`src/rtl/arb_pkg.sv`:
```
// Shared encodings for the I-cache/D-cache memory arbiter: FSM states, requester ids
// and the bank-select field of a word address.
package arb_pkg;

    typedef enum logic [1:0] {
        ARB_IDLE = 2'd0,
        ARB_OWN0 = 2'd1,
        ARB_OWN1 = 2'd2
    } arb_state_e;

    localparam logic REQ_ICACHE = 1'b0;
    localparam logic REQ_DCACHE = 1'b1;

    localparam int unsigned N_BANKS  = 4;
    localparam int unsigned BANK_W   = 2;
    localparam int unsigned BANK_LSB = 1;
    localparam int unsigned BANK_MSB = 2;

    // Bank index of a word address; caller passes the low address bits only.
    function automatic logic [BANK_W-1:0] bank_sel(input logic [BANK_MSB:0] addr_lo);
        return addr_lo[BANK_MSB:BANK_LSB];
    endfunction

endpackage

```
`src/rtl/arb_rd_pipe.sv`:
```
// Read-return tracker: RD_LAT-deep {valid,id} shift register that steers the
// memory read-data strobe back to whichever requester issued the read.
module arb_rd_pipe
    import arb_pkg::*;
#(
    parameter int unsigned RD_LAT = 2
) (
    input  logic clk,
    input  logic rst,
    input  logic push_vld,
    input  logic push_id,
    output logic rvalid0,
    output logic rvalid1
);

    logic [RD_LAT-1:0] vld_q, vld_d;
    logic [RD_LAT-1:0] id_q,  id_d;

    always_comb begin
        vld_d    = vld_q;
        id_d     = id_q;
        vld_d[0] = push_vld;
        id_d[0]  = push_id;
        for (int unsigned i = 1; i < RD_LAT; i++) begin
            vld_d[i] = vld_q[i-1];
            id_d[i]  = id_q[i-1];
        end
    end

    always_ff @(posedge clk or posedge rst) begin
        if (rst) begin
            vld_q <= '0;
            id_q  <= '0;
        end else begin
            vld_q <= vld_d;
            id_q  <= id_d;
        end
    end

    assign rvalid0 = vld_q[RD_LAT-1] & (id_q[RD_LAT-1] == REQ_ICACHE);
    assign rvalid1 = vld_q[RD_LAT-1] & (id_q[RD_LAT-1] == REQ_DCACHE);

endmodule

```
`src/rtl/mem_arbiter.sv`:
```
// Two-requester banked-memory arbiter holding the grant for a whole burst.
// Optional MEM_ARB_PERF_EN adds saturating per-requester wait counters.
module mem_arbiter
    import arb_pkg::*;
#(
    parameter int unsigned AW     = 16,
    parameter int unsigned DW     = 16,
    parameter int unsigned RD_LAT = 2
) (
    input  logic               clk,
    input  logic               rst,
    input  logic               req0,
    input  logic               req1,
    input  logic               wr0,
    input  logic               wr1,
    input  logic [AW-1:0]      addr0,
    input  logic [AW-1:0]      addr1,
    input  logic [DW-1:0]      wdata0,
    input  logic [DW-1:0]      wdata1,
    input  logic               last0,
    input  logic               last1,
    output logic               gnt0,
    output logic               gnt1,
    output logic               rvalid0,
    output logic               rvalid1,
    output logic [DW-1:0]      rdata,
    output logic [AW-1:0]      mem_addr,
    output logic [DW-1:0]      mem_wdata,
    output logic               mem_wr,
    output logic               mem_rd,
    input  logic [DW-1:0]      mem_rdata,
    input  logic [N_BANKS-1:0] mem_busy,
    input  logic               mem_stall
`ifdef MEM_ARB_PERF_EN
    ,
    output logic [15:0]        wait_cnt0,
    output logic [15:0]        wait_cnt1
`endif
);

    arb_state_e state_q, state_d;
    logic       prio_q,  prio_d;
    logic       bank_free0, bank_free1;

    assign bank_free0 = ~mem_busy[bank_sel(addr0[BANK_MSB:0])];
    assign bank_free1 = ~mem_busy[bank_sel(addr1[BANK_MSB:0])];
    assign rdata      = mem_rdata;

    // Arbitration, burst ownership and same-cycle issue.
    always_comb begin
        state_d   = state_q;
        prio_d    = prio_q;
        gnt0      = 1'b0;
        gnt1      = 1'b0;
        mem_wr    = 1'b0;
        mem_rd    = 1'b0;
        mem_addr  = '0;
        mem_wdata = '0;
        case (state_q)
            ARB_IDLE: begin
                if (req0 && req1) begin
                    state_d = (prio_q == REQ_DCACHE) ? ARB_OWN1 : ARB_OWN0;
                end else if (req0) begin
                    state_d = ARB_OWN0;
                end else if (req1) begin
                    state_d = ARB_OWN1;
                end
            end
            ARB_OWN0: begin
                mem_addr  = addr0;
                mem_wdata = wdata0;
                if (!req0) begin
                    state_d = ARB_IDLE;
                    prio_d  = REQ_DCACHE;
                end else if (!mem_stall && bank_free0) begin
                    gnt0   = 1'b1;
                    mem_wr = wr0;
                    mem_rd = ~wr0;
                    if (last0) begin
                        state_d = ARB_IDLE;
                        prio_d  = REQ_DCACHE;
                    end
                end
            end
            ARB_OWN1: begin
                mem_addr  = addr1;
                mem_wdata = wdata1;
                if (!req1) begin
                    state_d = ARB_IDLE;
                    prio_d  = REQ_ICACHE;
                end else if (!mem_stall && bank_free1) begin
                    gnt1   = 1'b1;
                    mem_wr = wr1;
                    mem_rd = ~wr1;
                    if (last1) begin
                        state_d = ARB_IDLE;
                        prio_d  = REQ_ICACHE;
                    end
                end
            end
            default: state_d = ARB_IDLE;
        endcase
    end

    always_ff @(posedge clk or posedge rst) begin
        if (rst) begin
            state_q <= ARB_IDLE;
            prio_q  <= REQ_ICACHE;
        end else begin
            state_q <= state_d;
            prio_q  <= prio_d;
        end
    end

    // Only reads enter the return pipe; the id is the issuer, not the later owner.
    arb_rd_pipe #(
        .RD_LAT (RD_LAT)
    ) u_rd_pipe (
        .clk      (clk),
        .rst      (rst),
        .push_vld (mem_rd),
        .push_id  (gnt1),
        .rvalid0  (rvalid0),
        .rvalid1  (rvalid1)
    );

`ifdef MEM_ARB_PERF_EN
    logic [15:0] wait_cnt0_q, wait_cnt0_d;
    logic [15:0] wait_cnt1_q, wait_cnt1_d;

    always_comb begin
        wait_cnt0_d = wait_cnt0_q;
        wait_cnt1_d = wait_cnt1_q;
        if (req0 && !gnt0 && (wait_cnt0_q != 16'hFFFF)) begin
            wait_cnt0_d = wait_cnt0_q + 16'd1;
        end
        if (req1 && !gnt1 && (wait_cnt1_q != 16'hFFFF)) begin
            wait_cnt1_d = wait_cnt1_q + 16'd1;
        end
    end

    always_ff @(posedge clk or posedge rst) begin
        if (rst) begin
            wait_cnt0_q <= '0;
            wait_cnt1_q <= '0;
        end else begin
            wait_cnt0_q <= wait_cnt0_d;
            wait_cnt1_q <= wait_cnt1_d;
        end
    end

    assign wait_cnt0 = wait_cnt0_q;
    assign wait_cnt1 = wait_cnt1_q;
`endif

endmodule

```
`config.mk`:
```
export PLATFORM = sky130hd
export DESIGN_NAME = mem_arbiter
export DESIGN_NICKNAME = d
export VERILOG_FILES = /design/src/rtl/arb_pkg.sv /design/src/rtl/arb_rd_pipe.sv /design/src/rtl/mem_arbiter.sv
export SDC_FILE = /design/constraint.sdc
export NUM_CORES = 1
export LEC_CHECK = 0
export ABC_AREA = 0
export ABC_CLOCK_PERIOD_IN_PS = 1970
export CORE_AREA = 3 3 67 75
export DETAILED_ROUTE_END_ITERATION = 10
export DIE_AREA = 0 0 70 78
export PLACE_DENSITY = 0.81
export SYNTH_ARGS = -nofsm -noshare
export SYNTH_HDL_FRONTEND = slang
export SYNTH_SLANG_ARGS = --single-unit
```
`constraint.sdc`:
```
create_clock -name clk -period 1.97 [get_ports clk]
set_input_delay 0.394 -clock clk [delete_from_list [all_inputs] [get_ports clk]]
set_output_delay 0.394 -clock clk [all_outputs]
set_load 0.02 [all_outputs]
```
==> metrics, run 1 <==
status complete, no violations; DR top layer met4; core area 4320 µm²; die area 5460 µm²; crit path to mem_addr[0]; DRC errors left 0; Buffers on Ports 114; Antenna Cells 0; Initial Util 26.1%; Final Net Count 366; wl on met1 1.86 mm; part of the Yosys area used for sequential elements 15.6%; fraction of the mapped netlist area in adder cells 3.34%; # Max-Cap Violations 0; WL/cell 15.3 µm; row count 25; post-synth cell types 29; DIE HEIGHT 78 µm; Compound-Gate Fraction of Synth Area 31.1%; initial antenna violation count 0; xor/xnor share of the synthesized area 0%; DP HPWL 3.66 mm; R2R Setup Slk 0.25 ns; Final Skew 0.00502 ns; Avg Cell Area, Syn 7.76 µm²; Max VDD drop 0.501 mV; cts-stage hold buffer count 0; r2r endpoint prio_q$_DFFE_PP0P_; WL met2 2.74 mm; Startpoint Class flip-flop; GRT Resource Usage Total 16.3%; Skew-Pair Late Insertion Delay 0.22 ns; Overall Power 2.75 mW; fillers 385; fin crit share 98.3%; layout cells sized above 1 45.4%; Hold Path Depth 0; first-pass GRT wire length 7.40 mm; Synth Warn # 0; mux cell area share after synthesis 4.78%; worst r2r src state_q[1]$_DFFE_PP0P_; fmax 516 MHz; largest net degree at the start of global routing 22; Setup Viol. Count Final 0; Area Growth Syn to Fin 130%; htree depth 1; asr flop ratio synth 100%; wire length on met3 307 µm; Crit Path Max Fanout 14; Yosys reg bits 7; Slew Limit Headroom 76.4%; clk sink count 7; Final Wtd Congestion 0.809; Worst R2R Path Depth 7; vias in the first global route 1666; largest family of logic cells by synthesized area compound AO/OA/AOI/OAI gates; Tmin final 1.94 ns; via count 1562; Detailed Routing Iterations Pass 1 4; I/O pins 147; via/cell ratio 4.84; CP Data Required Time 1.58 ns; Lkg Pwr 1.07 nW; endpoints failing hold 0; Syn Nets 241; Post-Route WL 4.94 mm; critical path startpoint state_q[0]$_DFFE_PP0P_; clock root buffer clkbuf_8; antenna viol nets, final 0; Crit. End Element output port; fin. max-slew vios 0; CP Class reg2out; worst hold path class reg2reg; TritonCTS clock tree done; Post-Syn Area 1120 µm²; Slew @ Worst Pin 0.355 ns; Synth Area in Simple Gates 29.4%; Overflow after GRT 0; Power Density 1060 nW/µm²; RSZ-0062 raised after global routing yes; Die X 70 µm; Clock Path Buffers 2; CP arrival 1.54 ns; minimum hold slack 0.342 ns; Top FF cell, synth dfrtp_1; number of flops mapped to enable cells by yosys 0; Worst-path clk slew 0.04 ns; Num CTS Buffers 3; DR iter-0 viols 38; Mapped Cells 145
-- through the flow --
stage	utilization [%]	worst slack (ns)	instances	cell area (µm²)	setup TNS [ns]
floorplan	-	0.0883	145	1120	0
global placement	54.6	-0.785	309	2360	-9.61
detailed placement	54.6	-0.826	309	2360	-10.46
CTS	54.2	-0.0257	318	2340	-0.0257
global route	59.9	-0.0487	323	2590	-0.623
finish	59.9	0.0336	323	2590	0
-- what timing repair did --
item / CTS / global route
setup endpoints to repair: 36 / 34
cloned: 1 / 2
setup buffers: 4 / 3
pin swaps: 4 / 4
gates resized for setup: 175 / 81
-- logic make-up (layout without fill, tap and decap cells) --
family,Yosys count,count (layout)
simple gates,55,55
compound gates,44,44
buf+inv,31,155
flops,7,7
mux,5,5
fa+ha+maj,3,3
-- cell type report --
type / count / area, µm² / share of cell area, %
inverters: 4 / 15.0 / 0.581
flip-flops and latches: 7 / 175 / 6.77
clock buffers: 4 / 45.0 / 1.74
repair buffers: 147 / 1330 / 51.6
multi-input cells: 107 / 950 / 36.7
well taps: 54 / 67.6 / 2.61
-- flip-flops by register name, summed over array words and instances (netlist names) --
| register | cells |
|---|---|
| u_rd_pipe.id_q | 2 |
| state_q | 2 |
| prio_q | 1 |
| u_rd_pipe.vld_q | 2 |
-- cells in the final DEF (no fill, tap or decap), types with 2 or more instances in the layout --
cell	synthesis	layout
nor3b_2	0	2
o21a_1	2	2
clkbuf_2	0	3
dlygate4sd2_1	0	4
mux2i_1	4	2
nor3b_1	5	3
nor2b_4	0	2
mux2i_2	1	3
dfrtp_1	7	7
clkdlybuf4s50_1	0	69
inv_2	0	2
clkbuf_8	0	3
nor2b_2	0	14
nand2_1	5	4
nor2b_1	33	17
nor2_1	4	4
a22oi_2	0	12
buf_2	1	6
buf_4	16	48
nor3_2	0	2
ha_4	0	3
o22ai_1	2	2
buf_6	0	14
inv_1	4	2
a22oi_1	34	22
-- cell usage after synthesis (2+ instances only) --
master / instances / area share (%)
a22oi_1: 34 / 23
buf_4: 16 / 11
clkbuf_1: 9 / 3.0
dfrtp_1: 7 / 16
ha_1: 3 / 3.3
inv_1: 4 / 1.3
mux2i_1: 4 / 3.6
nand2_1: 5 / 1.7
nor2_1: 4 / 1.3
nor2b_1: 33 / 18
nor3_1: 2 / 0.89
nor3b_1: 5 / 3.3
o21a_1: 2 / 1.3
o22ai_1: 2 / 1.1
-- layer usage --
| layer | up-vias | GRT usage (%) |
|---|---|---|
| met3 | 4 | 2.85 |
| li1 | 757 | - |
| met4 | 0 | 2.87 |
| met2 | 80 | 32.4 |
| met5 | - | 0 |
| met1 | 721 | 17.8 |
-- power by group --
| part | internal (mW) | switching (mW) | leakage (nW) |
|---|---|---|---|
| clock network | 0.140 | 0.0577 | 0.0228 |
| logic | 1.26 | 1.09 | 0.955 |
| registers | 0.176 | 0.0263 | 0.0918 |
| total | 1.58 | 1.17 | 1.07 |
-- worst max-delay path: stages, from the launching register on --
cell	delay, ns
dfrtp_1	0.38
inv_2	0.07
buf_6	0.12
ha_4	0.31
buf_8	0.14
nor2b_2	0.16
buf_6	0.13
-- how the worst min path moves through the flow --
stage / start / endpoint / slack, ns
after floorplan: rst / prio_q$_DFFE_PP0P_ / 0.20
after global placement: u_rd_pipe.id_q[0]$_DFF_PP0_ / u_rd_pipe.id_q[1]$_DFF_PP0_ / 0.33
after detailed placement: u_rd_pipe.vld_q[0]$_DFF_PP0_ / u_rd_pipe.vld_q[1]$_DFF_PP0_ / 0.33
after CTS: u_rd_pipe.vld_q[0]$_DFF_PP0_ / u_rd_pipe.vld_q[1]$_DFF_PP0_ / 0.34
after global routing: u_rd_pipe.vld_q[0]$_DFF_PP0_ / u_rd_pipe.vld_q[1]$_DFF_PP0_ / 0.35
final: u_rd_pipe.vld_q[0]$_DFF_PP0_ / u_rd_pipe.vld_q[1]$_DFF_PP0_ / 0.34
(Power assumes the default switching activity.)
==> run 2: changes to the inputs <==
==> constraint.sdc (replaced) <==
create_clock -name clk -period 1.97 [get_ports clk]
set_input_delay 0.394 -clock clk [delete_from_list [all_inputs] [get_ports clk]]
set_output_delay 0.394 -clock clk [all_outputs]
set_load 0.005 [all_outputs]
==> run 2 against run 1 <==
Compared with the run above: the flow now finishes with violations (setup timing); sequential cell count stayed put; via count is 3.0% higher; fmax is 4.3% lower; worst hold slack hardly changed; largest power group unchanged; routed wire length is 9.9% higher; clock power is 5% higher.
==> metrics, run 2 (synthesis results as in run 1) <==
status complete, but fails checks; failing checks setup timing; max incr delay on CP 0.40 ns (+0.02 ns); Tmin final 2.02 ns (+0.0876 ns); worst hold path class reg2reg; GRT Resource Usage Total 19.0% (+2.7 points); Top Usage Layer GRT met2; CP Data Required Time 1.58 ns (about the same); Post-Route WL 5.42 mm (+9.9%); htree depth 1 (unchanged); Detailed Routing Iterations Pass 1 4 (unchanged); via count 1609 (+3.0%); Slew Limit Headroom 75.9% (-0.49 points); largest net degree at the start of global routing 22 (unchanged); I/O pins 147 (unchanged); die area 5460 µm² (unchanged); Worst-path clk slew 0.04 ns (about the same); Overall Power 2.84 mW (+3.5%); TritonCTS clock tree done; # Max-Cap Violations 0 (unchanged); DP HPWL 3.76 mm (+2.8%); Initial Util 26.1% (unchanged); Skew-Pair Late Insertion Delay 0.23 ns (about the same); setup slack after layout -0.0540 ns (-0.0876 ns); Power Density 1030 nW/µm² (-2.7%); clock root buffer clkbuf_8; fin. max-slew vios 0 (unchanged); Area Growth Syn to Fin 145%; CP arrival 1.63 ns (+0.09 ns); via/cell ratio 4.88 (+0.82%); commonest cells after routing, fill and taps aside 69 x clkdlybuf4s50_1, 26 x buf_4, 23 x a22oi_2, 22 x buf_2, 15 x nor2b_1; vias in the first global route 1816 (+9.0%); Slowest-stage cell, CP dfrtp_1; WL/cell 16.4 µm (+7.6%); row count 25 (unchanged); Crit. End Element output port; CP Class reg2out; antenna viol nets, final 0 (unchanged); Startpoint Class flip-flop; Antenna Cells 0 (unchanged); fillers 375 (-2.6%); core area 4320 µm² (unchanged); DIE HEIGHT 78 µm (unchanged); Largest regs state_q (2), u_rd_pipe.id_q (2), u_rd_pipe.vld_q (2); Overflow after GRT 0 (unchanged); Slew @ Worst Pin 0.361 ns (+0.00654 ns); placed inst area 2360 µm² (unchanged); DR iter-0 viols 27 (-29%); initial antenna violation count 0 (unchanged); clk sink count 7 (unchanged); Final Net Count 373 (+1.9%); fin crit share 103% (+4.4 points); Max VDD drop 0.625 mV (+25%); Clock Path Buffers 2 (unchanged); Critical Path, Cell by Cell buf_4, ha_4, bufbuf_16, a22oi_2, nor2b_4, buf_2; fmax 494 MHz (-4.3%); Seq. cell area 175 µm² (unchanged); Setup Viol. Count Final 8 (+8); met3 usage 4.40% (+1.6 points); Crit Path Max Fanout 7 (-7); endpoints failing hold 0 (unchanged); Buffers on Ports 114 (unchanged); first-pass GRT wire length 8.47 mm (+14%); layout cells sized above 1 50.7% (+5.4 points); GRT met2 Usage 38.4% (+6.0 points); RSZ-0062 raised after global routing yes; Num CTS Buffers 3 (unchanged); dpl ws -0.704 ns (+0.122 ns); area of the multi-input gates 1060 µm² (+12%); Final Wtd Congestion 0.812 (+0.28%); final instance area 2750 µm² (+6.4%); commonest non-fill, non-tap cell in the layout clkdlybuf4s50_1; M1 GR Usage 18.6% (+0.71 points); cts-stage hold buffer count 0 (unchanged); Final Skew 0.00619 ns (+0.00117 ns); Die X 70 µm (unchanged); DRC errors left 0 (unchanged); Lkg Pwr 1.14 nW (+6.6%)
## run 2: cell types whose count changed in the layout (fill, tap and decap cells not counted), moves of 3 or more
cell | before | now
buf_4 | 48 | 26
buf_2 | 6 | 22
a22oi_1 | 22 | 11
a22oi_2 | 12 | 23
nor2b_4 | 2 | 12
clkbuf_2 | 3 | 12
nor2b_2 | 14 | 6
buf_6 | 14 | 8
clkdlybuf4s15_1 | 1 | 6
buf_12 | 1 | 4
clkdlybuf4s15_2 | 0 | 3
nor2_1 | 4 | 1
## run 2: final timing paths
kind                                         startpoint                      endpoint  cells past startpoint  slack, ns
min reg2reg                u_rd_pipe.vld_q[0]$_DFF_PP0_  u_rd_pipe.vld_q[1]$_DFF_PP0_                      0       0.34
max in group asynchronous                           rst            prio_q$_DFFE_PP0P_                      2       1.38
max                              state_q[0]$_DFFE_PP0P_                   mem_addr[0]                      6      -0.05
max reg2reg                      state_q[1]$_DFFE_PP0P_            prio_q$_DFFE_PP0P_                      7       0.20
min                        u_rd_pipe.vld_q[0]$_DFF_PP0_  u_rd_pipe.vld_q[1]$_DFF_PP0_                      0       0.34
min in group asynchronous                           rst        state_q[0]$_DFFE_PP0P_                      2       0.38
## run 2: metal layers
metal | vias to the layer above | part of all wire (%)
met4 | 0 | 1.2
met3 | 8 | 6.7
met5 | - | 0
met2 | 81 | 57
met1 | 749 | 35
li1 | 771 | -
## run 2: critical path: cells and delay by family (launching register included)
family	cells	cell delay [ns]
fa+ha+maj	1	0.18
flops	1	0.40
compound gates	1	0.19
simple gates	1	0.05
buf+inv	3	0.56
## run 2: report_power, final
group	switching (mW)	internal (mW)	leakage, nW	total, mW
logic	0.975	1.46	1.03	2.44
clock network	0.0653	0.140	0.0228	0.206
registers	0.0256	0.176	0.0918	0.202
total	1.07	1.78	1.14	2.84
## run 2: layout make-up
type	count	share of cell area, %
timing repair buffer	154	50.3
multi-input combinational	107	38.7
sequential	7	6.37
tap	54	2.46
clock buffer	4	1.64
inverter	4	0.546
## run 2: what timing repair did
action	4_1_cts	5_1_grt
gates cloned	3	1
resized for setup	176	49
setup endpoints to repair	36	36
buffers inserted	11	2
pin swaps	10	12
## run 2: per-stage QoR
step                TNS (ns)  util, %  hold WS, ns  instances
floorplan                  0        -        0.197        145
global placement       -5.92     54.6        0.335        309
detailed placement     -6.73     54.6        0.335        309
CTS                   -0.103     62.2        0.343        327
global route           -1.26     63.7        0.352        330
finish                -0.161     63.7        0.342        330
